File: src/rtl/audio_pkg.sv
// Shared definitions for the audio tone generator: FSM state encoding,
// chromatic note table (C4..D#5) and the half-period helper.
package audio_pkg;

  // Controller states; ST_IDLE is the only state with the tone path held off.
  typedef enum logic [1:0] {
    ST_IDLE = 2'd0,
    ST_RAMP = 2'd1,
    ST_PLAY = 2'd2
  } audio_state_e;

  localparam int NUM_NOTES = 16;
  localparam int TONE_W    = 20;
  localparam int VOL_W     = 5;
  localparam int SEL_W     = 4;

  // Note frequencies in Hz, index 0 = C4 up to index 15 = D#5.
  localparam int unsigned NOTE_HZ [NUM_NOTES] = '{
    262, 277, 294, 311, 330, 349, 370, 392,
    415, 440, 466, 494, 523, 554, 587, 622
  };

  // Clock cycles per half wave of the selected note, rounded down.
  // Only ever called with constant arguments, so it folds to a constant.
  function automatic logic [TONE_W-1:0] half_period(input int unsigned clk_hz,
                                                    input logic [SEL_W-1:0] sel);
    int unsigned q;
    q = clk_hz / (2 * NOTE_HZ[sel]);
    return q[TONE_W-1:0];
  endfunction

endpackage

File: src/rtl/audio_pwm.sv
// Volume modulator: a free-running 5-bit counter compared against the
// current volume gates the square-wave level. Output is registered.
module audio_pwm
  import audio_pkg::*;
(
  input  logic             clk,
  input  logic             reset,
  input  logic             level,
  input  logic [VOL_W-1:0] vol,
  output logic             pwm_out
);

  logic [VOL_W-1:0] pwm_cnt;

  // Free-running counter and registered compare; vol = 0 can never win the
  // compare, vol = 31 wins on 31 of every 32 counts.
  always_ff @(posedge clk) begin
    if (reset) begin
      pwm_cnt <= '0;
      pwm_out <= 1'b0;
    end else begin
      pwm_cnt <= pwm_cnt + 1'b1;
      pwm_out <= level && (pwm_cnt < vol);
    end
  end

endmodule

File: src/rtl/audio_tone_gen.sv
// Square-wave tone generator with ramped volume for a speaker pin.
// Inputs are registered once; a three-state controller (IDLE/RAMP/PLAY)
// walks cur_vol one step per RAMP_DIV cycles toward the target, a 20-bit
// tone counter produces the note, and audio_pwm scales it by volume.
// The controller state is held in the named register 'state' of type
// audio_state_e so checkers can bind to it directly.
module audio_tone_gen
  import audio_pkg::*;
#(
  parameter int unsigned CLK_HZ   = 25000000,
  parameter int unsigned RAMP_DIV = 1024
) (
  input  logic             clk,
  input  logic             reset,
  input  logic             audioEn,
  input  logic [SEL_W-1:0] audioSel,
  input  logic [VOL_W-1:0] audioVol,
  output logic             audio_out,
  output logic             audio_busy,
  output logic [VOL_W-1:0] cur_vol
);

  localparam int          RAMP_W    = 16;
  localparam logic [RAMP_W-1:0] RAMP_LAST = RAMP_W'(RAMP_DIV - 1);

  // Registered copies of the processor register fields.
  logic             en_r;
  logic [SEL_W-1:0] sel_r;
  logic [VOL_W-1:0] vol_r;

  logic [VOL_W-1:0] target;
  logic [VOL_W-1:0] vol_n;
  logic [VOL_W-1:0] vol_step;

  audio_state_e      state;
  audio_state_e      state_n;
  logic [RAMP_W-1:0] ramp_cnt;
  logic [RAMP_W-1:0] ramp_n;

  logic [TONE_W-1:0] tone_cnt;
  logic [TONE_W-1:0] half_cur;
  logic              tone_level;

  // Half-period lookup, one constant per note.
  logic [TONE_W-1:0] half_tab [NUM_NOTES];

  for (genvar gi = 0; gi < NUM_NOTES; gi++) begin : g_half
    assign half_tab[gi] = half_period(CLK_HZ, SEL_W'(gi));
  end

  // Capture the processor register fields; everything downstream uses these.
  always_ff @(posedge clk) begin
    if (reset) begin
      en_r  <= 1'b0;
      sel_r <= '0;
      vol_r <= '0;
    end else begin
      en_r  <= audioEn;
      sel_r <= audioSel;
      vol_r <= audioVol;
    end
  end

  // Disabling the tone is just a ramp toward zero.
  assign target = en_r ? vol_r : '0;

  // Next-state, next-volume and ramp divider logic. A ramp step always uses
  // the target seen at that moment, so a mid-ramp target change (even one
  // that reverses direction) continues from the present cur_vol. Reaching a
  // zero target drops back to IDLE, a nonzero one settles in PLAY.
  always_comb begin
    state_n  = state;
    vol_n    = cur_vol;
    ramp_n   = '0;
    vol_step = (target > cur_vol) ? cur_vol + 5'd1 : cur_vol - 5'd1;
    case (state)
      ST_IDLE: begin
        if (target != cur_vol) state_n = ST_RAMP;
      end
      ST_RAMP: begin
        if (cur_vol == target) begin
          state_n = (target != '0) ? ST_PLAY : ST_IDLE;
        end else if (ramp_cnt == RAMP_LAST) begin
          vol_n = vol_step;
          if (vol_step == target) state_n = (target != '0) ? ST_PLAY : ST_IDLE;
        end else begin
          ramp_n = ramp_cnt + 1'b1;
        end
      end
      ST_PLAY: begin
        if (target != cur_vol) state_n = ST_RAMP;
      end
      default: begin
        state_n = ST_IDLE;
      end
    endcase
  end

  // Controller registers; reset aborts any tone or ramp immediately.
  always_ff @(posedge clk) begin
    if (reset) begin
      state    <= ST_IDLE;
      cur_vol  <= '0;
      ramp_cnt <= '0;
    end else begin
      state    <= state_n;
      cur_vol  <= vol_n;
      ramp_cnt <= ramp_n;
    end
  end

  // Tone counter: held at zero in IDLE (while tracking the selected note),
  // otherwise counts to half_cur-1, wraps and toggles the level. A new note
  // is only adopted at a wrap, so note changes never cut a half wave short.
  always_ff @(posedge clk) begin
    if (reset) begin
      tone_cnt   <= '0;
      tone_level <= 1'b0;
      half_cur   <= half_tab[4'd0];
    end else if (state == ST_IDLE) begin
      tone_cnt   <= '0;
      tone_level <= 1'b0;
      half_cur   <= half_tab[sel_r];
    end else if (tone_cnt == half_cur - 20'd1) begin
      tone_cnt   <= '0;
      tone_level <= ~tone_level;
      half_cur   <= half_tab[sel_r];
    end else begin
      tone_cnt   <= tone_cnt + 20'd1;
    end
  end

  assign audio_busy = (state != ST_IDLE);

  audio_pwm u_pwm (
    .clk     (clk),
    .reset   (reset),
    .level   (tone_level),
    .vol     (cur_vol),
    .pwm_out (audio_out)
  );

endmodule
File: config.mk
export PLATFORM = sky130hd
export DESIGN_NAME = audio_tone_gen
export DESIGN_NICKNAME = d
export VERILOG_FILES = /design/src/rtl/audio_pkg.sv /design/src/rtl/audio_pwm.sv /design/src/rtl/audio_tone_gen.sv
export SDC_FILE = /design/constraint.sdc
export NUM_CORES = 1
export LEC_CHECK = 0
export CAP_MARGIN = 20
export CELL_PAD_IN_SITES_DETAIL_PLACEMENT = 1
export CELL_PAD_IN_SITES_GLOBAL_PLACEMENT = 2
export CORE_MARGIN = 1
export CORE_UTILIZATION = 30
export DETAILED_ROUTE_END_ITERATION = 8
export HOLD_SLACK_MARGIN = 0.08
export PLACE_DENSITY_LB_ADDON = 0.1
export SKIP_LAST_GASP = 1
export SYNTH_ARGS = -nofsm -noshare
export SYNTH_HDL_FRONTEND = slang
export SYNTH_HIERARCHICAL = 1
export SYNTH_SLANG_ARGS = --single-unit
File: constraint.sdc
create_clock -name clk -period 6.32 [get_ports clk]
set_input_delay 1.264 -clock clk [delete_from_list [all_inputs] [get_ports clk]]
set_output_delay 1.264 -clock clk [all_outputs]
set_load 0.01 [all_outputs]
# Word level (Yosys, flattened, before mapping)
# Memory sizes are Yosys's and may differ from the RTL's.
# Index checks and enable logic that the tools add are counted.
[classes] magnitude_cmp=3 bitwise_logic=4 eq_ne=10 n_addsub=6 n_mux=12 n_reduce_logical=11
[ops] op="$mux W20" count=4
[ops] op="$add A20 B1 Y20 const B" count=1
[ops] op="$eq A20 B20 Y1" count=1
[ops] op="$sub A20 B1 Y20 const B" count=1
[ops] op="$add A16 B1 Y16 const B" count=1
[ops] op="$eq A16 B10 Y1 const B" count=1
[ops] op="$add A5 B1 Y5 const B" count=2
[ops] op="$eq A5 B5 Y1" count=2
[ops] op="$mux W2" count=5
[ops] op="$mux W5" count=2
[ops] op="$ne A3 B3 Y1 const B" count=2
[ops] op="$reduce_and A3 Y1" count=2
[ops] op="$ge A5 B5 Y1 const B" count=1
[ops] op="$gt A5 B5 Y1" count=1
[ops] op="$lt A5 B5 Y1" count=1
[ops] op="$ne A5 B5 Y1" count=1
[ops] op="$not A4 Y5" count=1
[ops] op="$reduce_bool A5 Y1" count=1
[ops] op="$sub A5 B1 Y5 const B" count=1
[ops] op="$pmux W2 S2" count=1
[ops] op="$reduce_bool A2 Y1" count=2
[ops] op="$reduce_or A2 Y1" count=2
[ops] op="$reduce_or A4 Y1" count=1
[ops] op="$not A1 Y1" count=3
[ops] op="6 further kinds" count=6
[word_totals] inputBits=12 rom_bits=320 reg_bits=80 out_inout_bits=7 wordCells=58 n_memories=1
[mem_list] name="(name not given)" depth=16 width=20 rd=1 rd_clocked_by_memory_dff=0 write_ports=0 line_no="audio_tone_gen.sv:127" text="half_cur <= half_tab[sel_r];"

# Longest topological paths before layout
# Gate-level depths: netlist of run 1.
[logic_depth] word_depth=8 depth_mapped=16 depth_no_buf=15

# Hierarchy
# Netlist of run 1, hierarchy kept.
[modules_own_cells] module="audio_tone_gen" cells_each=473 seq_area_each_um2=1401.3 instances=1 area_per_inst_um2=4042.6
[modules_own_cells] module="audio_pwm" cells_each=33 seq_area_each_um2=120.1 instances=1 area_per_inst_um2=294.0

# Worst setup path before layout of run 1
# OpenSTA, ideal clock, no wires.
[synth_path] kind="reg-to-reg" startpoint="register en_r" endpoint="register state[1]" setup_time_ns=0.114 stages_incl_launch_ff=15 period_less_slack_ns=3.213 t_arrival_ns=3.099 n_path_buf=1 t_required_ns=6.206 slack_ns=3.107 path_cell_list="dfxtp_1 -> clkbuf_1 -> and2_1 -> ha_1 -> o2111a_1 -> o32ai_2 -> inv_1 -> fa_1 -> xor2_1 -> nand3_1 -> o21ai_0 -> a22oi_1 -> nor3_1 -> a31oi_1 -> a2111oi_0"
[synth_via] elab_chain_len=7 elab_cells_between_ends=16 classes_between="order compare (1); eq/ne (6); mux (7); reduce/logical (2)"
[synth_lines] item="start, declared" line_no="audio_tone_gen.sv:27" text="logic en_r;"
[synth_lines] item="start signal, assigned" line_no="audio_tone_gen.sv:58" text="en_r <= audioEn;"
[synth_lines] item="$mux W5 (*)" line_no="audio_tone_gen.sv:65" text="assign target = en_r ? vol_r : '0;"
[synth_lines] item="branches (longest 6 deep; another with $gt A5 B5 Y1)"
[synth_lines] item="end signal, assigned" line_no="audio_tone_gen.sv:106" text="state <= state_n;"
[synth_lines] item="end, declared" line_no="audio_tone_gen.sv:35" text="audio_state_e state;"
# Mark *: on every way between the ends. The select of a mux whose other input is x is not followed.
# A chain may end at the register's enable or synchronous reset.

# Worst setup path after layout of run 1
# Ends and elaborated chain as after synthesis.

==> reports/results.tsv, run 1 <==
stage	metric	value	unit
logic_synthesis	ys_top_cells_by_area	dfxtp_1, xnor2_1, nor2_1, xor2_1, ha_1	
clock_tree	clk_latency	340	ps
floorplan	initial_core_util	31.00	%
critical_path	worstPathArrival	3910	ps
floorplan	die_y	122.2	um
logic_synthesis	synth_edf_count	0	
cells_and_area	nNetsFinal	547	
global_route	grt.overflow.total	0	
sta	hold_slack	462.1	ps
outcome	outcome	complete, no violations	
logic_synthesis	yosysMostFrequentCell	dfxtp_1	
sta	max_freq	270.0	MHz
global_route	grt_start_max_net_pins	43	
sta	tightest_slew	1049	ps
global_route	grt_pass1_wl	17.11	mm
worst_hold_path	hp-class	reg2reg	
critical_path	worst_ep_required_time	6520	ps
global_route	antenna_found_initial	0	
logic_synthesis	syn-mean-instance-area	8.570	um2
pwr	p_seq_share	44.5	%
placed_design	place.gp.congestion	0.7336	
clock_tree	clkSlewWorstSetupHoldPaths	60	ps
logic_synthesis	synth_common_cells	dfxtp_1, nor2_1, xnor2_1, nand2_1, xor2_1	
clock_tree	clockRootBuffer	clkbuf_16	
critical_path	crit_start	en_r	
cells_and_area	fin_cells	699	
critical_path	worstPathMaxFanout	10	
critical_path	r2r_slack	2620	ps
placed_design	dpl-instance-area	0.004668	mm2
sta	relSlewSlack	29.99	%
logic_synthesis	netlist.area_leader.share	35.08	%
floorplan	die_area	0.01494	mm2
floorplan	core-area	0.01399	mm2
routing	wl_per_cell	14.69	um
placed_design	pre_cts_ws	2502	ps
clock_tree	cts_max_path_buffers	2	
global_route	grt_pass1_vias	3408	
critical_path	timing.rr.end	state[1]	
cells_and_area	fillCellCount	1659	
placed_design	numPortBuffers	18	
clock_tree	cts_tree	built	
routing	drc_errors	0	
pwr	ir_drop	0.0001211	V
logic_synthesis	async_reset_ff_share	0	%
pwr	switchingPower	288.6	uW
cells_and_area	drive_gt1_share	6.551	%
logic_synthesis	synth_cells	506	
routing	drtIter0Drc	106	
critical_path	crit_path_end_kind	register	
sta	finalCritPeriodShare	58.61	%
sta	fin_crit	3704	ps
critical_path	startpoint_type	register	
sta	clock_skew	5.817	ps
global_route	grt_usage	14.93	%
pwr	power.internal	877.8	uW
logic_synthesis	synth_cell_types	61	
cells_and_area	multiInputGateArea	0.002601	mm2
pwr	p_leak	0.001768	uW
routing	dr.pass1.iters	4	
routing	routed_wl	10.27	mm
floorplan	rows	43	
sta	setup_viol	0	
floorplan	die_w	122.2	um
routing	ant_nets	0	
logic_synthesis	synth-seq-area-share	35.08	%
sta	fin_tns_setup	0	ps
pwr	p_clk_share	45.5	%
logic_synthesis	synth_nets	539	
placed_design	placed_cells	683	
sta	rsz0062_at_grt	false	
logic_synthesis	synth_area	0.004337	mm2
logic_synthesis	ys_seq_elements	76	
critical_path	crit_end	state[1]	
floorplan	io_pins	19	
pwr	swShare	24.74	%
clock_tree	cts_hold_buf	0	
sta	drv_slew	0	
pwr	power_frac_comb	10.0	%
clock_tree	cts_resized	0	
critical_path	critPathKind	reg2reg	
logic_synthesis	yosys_most_used_dff	dfxtp_1	
worst_hold_path	hold_path_depth	1	
routing	viasPerCell	4.931	
cells_and_area	syn_to_final_growth	14.69	%
critical_path	r2r-start	en_r	
clock_tree	h-tree-depth	3	
logic_synthesis	ys_warn_count	6	
clock_tree	cts_setup_buffers	0	
cells_and_area	stdcell_area	0.004974	mm2
cells_and_area	num_antenna_cells	0	
clock_tree	cts_num_sinks	76	
placed_design	dpl.hpwl	7.606	mm
clock_tree	cts_buffers	9	
sta	setup_ws	2616	ps
critical_path	r2r_cells	13	
run	maxCapViolCount	0	
cells_and_area	seq_area	0.001521	mm2
logic_synthesis	yosys.area.top_type	dfxtp_1	
sta	hold_viol_final	0	
routing	vias	3447	
pwr	power.density	234.5	mW/mm2
[power by group through the flow]
stage	combinational (uW)	sequential [uW]	clock, uW
after floorplan	94.7	518	0
after global placement	115	530	0
after detailed placement	119	531	0
after CTS	119	520	553
after global routing	131	522	570
final	117	519	530
[worst min-delay path by stage]
stage	startpoint	to	slack (ps)
after global routing	ramp_cnt[0]	ramp_cnt[0]	490
after detailed placement	ramp_cnt[0]	ramp_cnt[0]	460
final	ramp_cnt[0]	ramp_cnt[0]	460
after floorplan	ramp_cnt[0]	ramp_cnt[0]	430
after CTS	ramp_cnt[0]	ramp_cnt[0]	470
after global placement	ramp_cnt[0]	ramp_cnt[0]	440
[cell usage in the layout, fill, tap and decap left out, types with 6 or more instances in the layout]
cell type / count
a21oi_1: 24
a31oi_1: 6
and3_1: 9
clkbuf_16: 9
clkdlybuf4s50_1: 18
dfxtp_1: 76
ha_1: 20
inv_1: 26
mux2i_1: 9
nand2_1: 32
nand3_1: 17
nand4_1: 12
nor2_1: 73
nor2b_1: 16
nor3_1: 10
o21ai_0: 11
xnor2_1: 38
xor2_1: 29
[critical path, stage by stage (launching register included)]
cell	delay, ps
dfxtp_1	480
and2_1	240
ha_1	280
o2111a_1	170
o32ai_2	480
inv_1	110
fa_1	410
xnor2_1	340
nand3_1	110
o21ai_0	90
a22oi_1	90
nor3_1	180
a31oi_1	130
a2111oi_0	450
[registers in the layout, summed over array words and instances, names as in the netlist]
signal and flops:
cur_vol 5, u_pwm/pwm_cnt 5, vol_r 5, u_pwm/pwm_out 1, tone_cnt 20, en_r 1, state 2, half_cur 16
tone_level 1, sel_r 4, ramp_cnt 16
[kinds of logic after synthesis]
family	Yosys count	synth area share (%)
xor+xnor	68	14.05
fa+ha+maj	21	6.232
compound gates	80	13.36
buf+inv	50	4.933
flops	76	35.08
mux	11	2.856
simple gates	200	23.49
[layer usage]
metal,part of all wire [%],GRT usage [%],wire (um)
met5,0,0,0
met4,2.1,7.241,211
met3,2.0,2.881,208
met2,46,24.12,4744
met1,50,18.98,5103
[final cells by class]
type	count	share of cell area (%)
clock buffer	13	5.233
inverter	26	1.962
sequential	76	30.59
timing repair buffer	21	4.478
clock inverter	3	0.9057
tap	180	4.528
multi-input combinational	380	52.30
[metrics by stage]
| stage | total power [uW] | utilization, % |
|---|---|---|
| floorplan | 612.6 | - |
| global placement | 644.8 | 33.18 |
| detailed placement | 649.5 | 33.37 |
| CTS | 1192 | 35.55 |
| global route | 1224 | 35.55 |
| finish | 1166 | 35.55 |
No activity file was read; power rests on OpenSTA's default activity.
==> run 2, diff against run 1 <==
==> constraint.sdc (replaced) <==
create_clock -name clk -period 3.1 [get_ports clk]
set_input_delay 0.62 -clock clk [delete_from_list [all_inputs] [get_ports clk]]
set_output_delay 0.62 -clock clk [all_outputs]
set_load 0.01 [all_outputs]
==> reports/results.tsv, run 2 (synthesis gave the netlist of run 1 again) <==
stage	metric	value	unit
outcome	outcome	finished with violations	
outcome	violations	setup timing	
floorplan	die_area	0.01494	mm2
floorplan	die_y	122.2	um
critical_path	path_cells	nand2_1, ha_2, nor2b_1, o21a_1, o2111a_1, o32ai_4, inv_1, fa_2, xor2_1, nand3_1, o21ai_1, a22oi_1, nor3_1, a31oi_1, a2111oi_1	
clock_tree	cts_max_path_buffers	2	
sta	finalCritPeriodShare	100.2	%
routing	ant_nets	0	
worst_hold_path	hp-class	reg2reg	
cells_and_area	drive_gt1_share	10.11	%
critical_path	crit_slowest_cell	fa_2	
clock_tree	h-tree-depth	3	
routing	wl_per_cell	15.00	um
critical_path	cp_slowest_stage_delay	570	ps
placed_design	pre_cts_ws	-28.08	ps
clock_tree	clockRootBuffer	clkbuf_16	
cells_and_area	stdcell_area	0.005106	mm2
routing	vias	3542	
pwr	switchingPower	577.2	uW
placed_design	numPortBuffers	18	
cells_and_area	multiInputGateArea	0.002626	mm2
critical_path	critPathKind	reg2reg	
placed_design	place.gp.congestion	0.7799	
cells_and_area	nNetsFinal	564	
global_route	antenna_found_initial	0	
pwr	swShare	24.38	%
cells_and_area	layout_common_cells	dfxtp_1, nor2_1, xnor2_1	
pwr	power.internal	1790	uW
sta	fin_crit	3105	ps
pwr	ir_drop	0.0002873	V
cells_and_area	num_antenna_cells	0	
sta	setup_viol	1	
clock_tree	cts_setup_buffers	0	
critical_path	worstPathMaxFanout	4	
floorplan	rows	43	
clock_tree	clk_latency	340	ps
routing	dr.pass1.iters	4	
global_route	grt_usage	15.80	%
run	maxCapViolCount	0	
global_route	grt_pass1_wl	18.40	mm
critical_path	startpoint_type	register	
sta	relSlewSlack	42.29	%
cells_and_area	syn_to_final_growth	17.74	%
routing	drc_errors	0	
pwr	p_leak	0.001860	uW
routing	drtIter0Drc	114	
sta	setup_ws	-4.839	ps
critical_path	worst_ep_required_time	3320	ps
sta	tightest_slew	864.5	ps
critical_path	crit_path_end_kind	register	
floorplan	core-area	0.01399	mm2
pwr	p_total	2368	uW
sta	max_freq	322.1	MHz
clock_tree	cts_num_sinks	76	
cells_and_area	top_regs	tone_cnt (20), half_cur (16), ramp_cnt (16)	
floorplan	io_pins	19	
critical_path	worstPathArrival	3330	ps
pwr	p_seq_share	44.7	%
floorplan	die_w	122.2	um
global_route	grt_start_max_net_pins	35	
cells_and_area	regMostFlops	tone_cnt	
global_route	grt_pass1_vias	3655	
floorplan	initial_core_util	31.00	%
pwr	power_frac_comb	10.7	%
sta	drv_slew	0	
sta	rsz0062_at_grt	true	
routing	routed_wl	10.71	mm
pwr	power.density	463.7	mW/mm2
cells_and_area	seq_area	0.001523	mm2
cells_and_area	largest_reg_flops	20	
sta	clock_skew	8.532	ps
cells_and_area	fillCellCount	1669	
clock_tree	clkSlewWorstSetupHoldPaths	60	ps
sta	hold_viol_final	0	
clock_tree	cts_buffers	9	
clock_tree	cts_hold_buf	0	
placed_design	dpl.hpwl	8.083	mm
cells_and_area	utilization	36.50	%
global_route	grt.overflow.total	0	
placed_design	dpl-instance-area	0.004800	mm2
cells_and_area	final_common_cell	dfxtp_1	
pwr	p_clk_share	44.6	%
clock_tree	cts_tree	built	
routing	viasPerCell	4.961	
run 2: cell count changes in the layout (fill, tap and decap cells not counted), sizes merged:
cell	previous run	this run
buf	3	20
clkinvlp	2	0
clkbuf	13	12
clkinv	0	1
run 2: final cells by class:
type                            count  area share (%)
Clock inverter                      2          0.6861
Tap cell                          180           4.411
Sequential cell                    76           29.82
Clock buffer                       12           5.023
Timing Repair Buffer               38           6.714
Inverter                           26           1.911
Multi-Input combinational cell    380           51.43
run 2: metal layers:
layer	GRT usage, %	part of all wire, %	wire [um]	up-vias
li1	-	-	-	1796
met1	19.69	49	5229	1714
met2	27.00	48	5137	22
met3	2.695	1.8	191	10
met4	6.098	1.4	153	0
met5	0	0	0	-
run 2: path summary, 6_finish.rpt:
path / startpoint / depth (start not counted) / to / slack, ps
max reg2reg: en_r / 15 / state[1] / -5
min reg2reg: ramp_cnt[0] / 1 / ramp_cnt[0] / 470
min: ramp_cnt[0] / 1 / ramp_cnt[0] / 470
max: en_r / 15 / state[1] / -5
run 2: power groups by stage:
stage	combinational [uW]	sequential, uW	clock, uW
5_1_grt	287	1070	1140
6_report	254	1060	1060
2_1_floorplan	195	1060	0
4_1_cts	257	1060	1090
3_5_place_dp	254	1080	0
3_3_place_gp	250	1080	0
run 2: repair_timing:
action                     in CTS  in global routing
pin swaps                       0                  1
setup endpoints to repair       1                  2
cloned                          0                  0
resized for setup               1                  5
run 2: metrics by stage:
stage	setup TNS, ps	cells	hold WS, ps
after floorplan	0	506	429.5
after global placement	-0.7678	700	446.3
after detailed placement	-28.08	700	460.8
after CTS	-47.13	714	473.0
after global routing	-417.2	714	499.7
final	-4.839	714	468.3
run 2: critical path: cells and delay by family, from the launching register on:
kind / cells / cell delay (ps)
DFF: 1 / 330
and+or+nand+nor: 4 / 330
xor gates and xnor gates: 1 / 150
buffers and inverters: 1 / 90
adders and majority gates: 2 / 740
AOI/OAI and AO/OA: 7 / 1340
==> run 3, diff against run 2 <==
--- a/config.mk
+++ b/config.mk
@@ -8,12 +8,13 @@
 export CAP_MARGIN = 20
 export CELL_PAD_IN_SITES_DETAIL_PLACEMENT = 1
 export CELL_PAD_IN_SITES_GLOBAL_PLACEMENT = 2
-export CORE_MARGIN = 1
+export CORE_MARGIN = 3
 export CORE_UTILIZATION = 30
 export DETAILED_ROUTE_END_ITERATION = 8
 export HOLD_SLACK_MARGIN = 0.08
 export PLACE_DENSITY_LB_ADDON = 0.1
 export SKIP_LAST_GASP = 1
+export SLEW_MARGIN = 10
 export SYNTH_ARGS = -nofsm -noshare
 export SYNTH_HDL_FRONTEND = slang
 export SYNTH_HIERARCHICAL = 1
==> reports/results.tsv, run 3 (synthesis gave the netlist of run 1 again) <==
stage	metric	value	unit
outcome	outcome	finished with violations	
outcome	violations	setup timing	
global_route	grt_pass1_wl	19.29	mm
global_route	grt_usage	14.71	%
clock_tree	h-tree-depth	3	
cells_and_area	final_common_cell	dfxtp_1	
global_route	grt_pass1_vias	3802	
routing	viasPerCell	4.990	
clock_tree	clkSlewWorstSetupHoldPaths	60	ps
global_route	grt_start_max_net_pins	35	
routing	routed_wl	10.87	mm
cells_and_area	multiInputGateArea	0.002636	mm2
cells_and_area	utilization	36.74	%
pwr	power_frac_comb	11.0	%
floorplan	rows	43	
sta	hold_viol_final	0	
sta	fin_crit	3112	ps
cells_and_area	layout_common_cells	dfxtp_1, nor2_1, xnor2_1	
sta	setup_viol	1	
placed_design	dpl-instance-area	0.004807	mm2
sta	rsz0062_at_grt	true	
critical_path	worstPathArrival	3330	ps
floorplan	die_w	126.2	um
critical_path	startpoint_type	register	
cells_and_area	top_regs	tone_cnt (20), half_cur (16), ramp_cnt (16)	
sta	finalCritPeriodShare	100.4	%
placed_design	dpl.hpwl	8.161	mm
critical_path	crit_path_end_kind	register	
sta	relSlewSlack	41.62	%
global_route	antenna_found_initial	0	
clock_tree	cts_tree	built	
cells_and_area	largest_reg_flops	20	
clock_tree	cts_buffers	9	
floorplan	io_pins	19	
clock_tree	clockRootBuffer	clkbuf_16	
clock_tree	cts_num_sinks	76	
clock_tree	clk_latency	340	ps
sta	setup_ws	-11.60	ps
sta	max_freq	321.4	MHz
placed_design	numPortBuffers	18	
worst_hold_path	hp-class	reg2reg	
run	maxCapViolCount	0	
cells_and_area	seq_area	0.001523	mm2
floorplan	core-area	0.01399	mm2
cells_and_area	drive_gt1_share	11.13	%
cells_and_area	stdcell_area	0.005140	mm2
pwr	power.internal	1759	uW
routing	drtIter0Drc	172	
cells_and_area	nNetsFinal	567	
floorplan	initial_core_util	31.00	%
placed_design	place.gp.congestion	0.7581	
global_route	grt.overflow.total	0	
pwr	ir_drop	0.0003044	V
pwr	p_leak	0.001870	uW
critical_path	worst_ep_required_time	3320	ps
sta	fin_tns_setup	-11.60	ps
critical_path	critPathKind	reg2reg	
pwr	p_seq_share	44.5	%
pwr	switchingPower	616.5	uW
floorplan	die_area	0.01593	mm2
pwr	power.density	462.1	mW/mm2
routing	drc_errors	0	
cells_and_area	regMostFlops	tone_cnt	
clock_tree	cts_max_path_buffers	2	
sta	clock_skew	8.658	ps
cells_and_area	num_antenna_cells	0	
cells_and_area	syn_to_final_growth	18.52	%
routing	dr.pass1.iters	4	
floorplan	die_y	126.2	um
cells_and_area	fillCellCount	1657	
critical_path	worstPathMaxFanout	4	
routing	ant_nets	0	
sta	drv_slew	0	
pwr	swShare	25.95	%
routing	wl_per_cell	15.11	um
sta	tightest_slew	874.4	ps
sta	hold_slack	464.0	ps
routing	vias	3588	
pwr	p_clk_share	44.5	%
[run 3: layout make-up]
type / count / share of cell area (%)
clock buffer: 10 / 4.455
clock inverter: 6 / 1.241
inverter: 26 / 1.899
multi-input combinational: 380 / 51.29
sequential: 76 / 29.63
tap: 180 / 4.382
timing repair buffer: 41 / 7.108
[run 3: worst paths after layout]
kind                     from          end  slack, ps  cells past startpoint
setup / recovery         en_r     state[1]        -10                     15
hold / removal    ramp_cnt[0]  ramp_cnt[0]        460                      1
hold reg to reg   ramp_cnt[0]  ramp_cnt[0]        460                      1
setup reg to reg         en_r     state[1]        -10                     15
[run 3: per-stage QoR]
step                      std cells  worst slack [ps]  power [uW]
final                           719            -11.60        2375
after CTS                       717            -121.7        2425
after floorplan                 506             8.968        1251
after detailed placement        701            -97.69        1338
after global routing            719            -216.6        2503
after global placement          701             25.05        1332
[run 3: repair_timing]
action,in CTS,in global routing
setup endpoints to repair,1,2
gates resized for setup,1,7
hold buffers,0,0
cloned,0,0
pin swaps,0,1
buffers inserted,0,2
[run 3: routing by layer]
layer | vias up | part of all wire [%] | GRT usage, %
met5 | - | 0 | 0
met4 | 0 | 1.4 | 5.300
met3 | 9 | 1.8 | 2.714
met2 | 23 | 48 | 24.41
met1 | 1747 | 48 | 19.13
li1 | 1809 | - | -
[run 3: critical path, cell delays in order (launching register included)]
cell and delay [ps]:
dfxtp_2 340, nand2_2 70, ha_4 120, nor2b_1 40, o21a_1 160, o2111a_1 280, o32ai_4 300, inv_2 60
fa_1 530, xor2_1 170, nand3_1 90, o21ai_1 90, a22oi_1 80, nor3_1 160, a31oi_1 140, a2111oi_1 350
[run 3: power by group through the flow]
stage	clock, uW	sequential (uW)	combinational [uW]
floorplan	0	1060	195
global placement	0	1080	255
detailed placement	0	1080	259
CTS	1110	1060	261
global route	1150	1060	294
finish	1060	1060	261
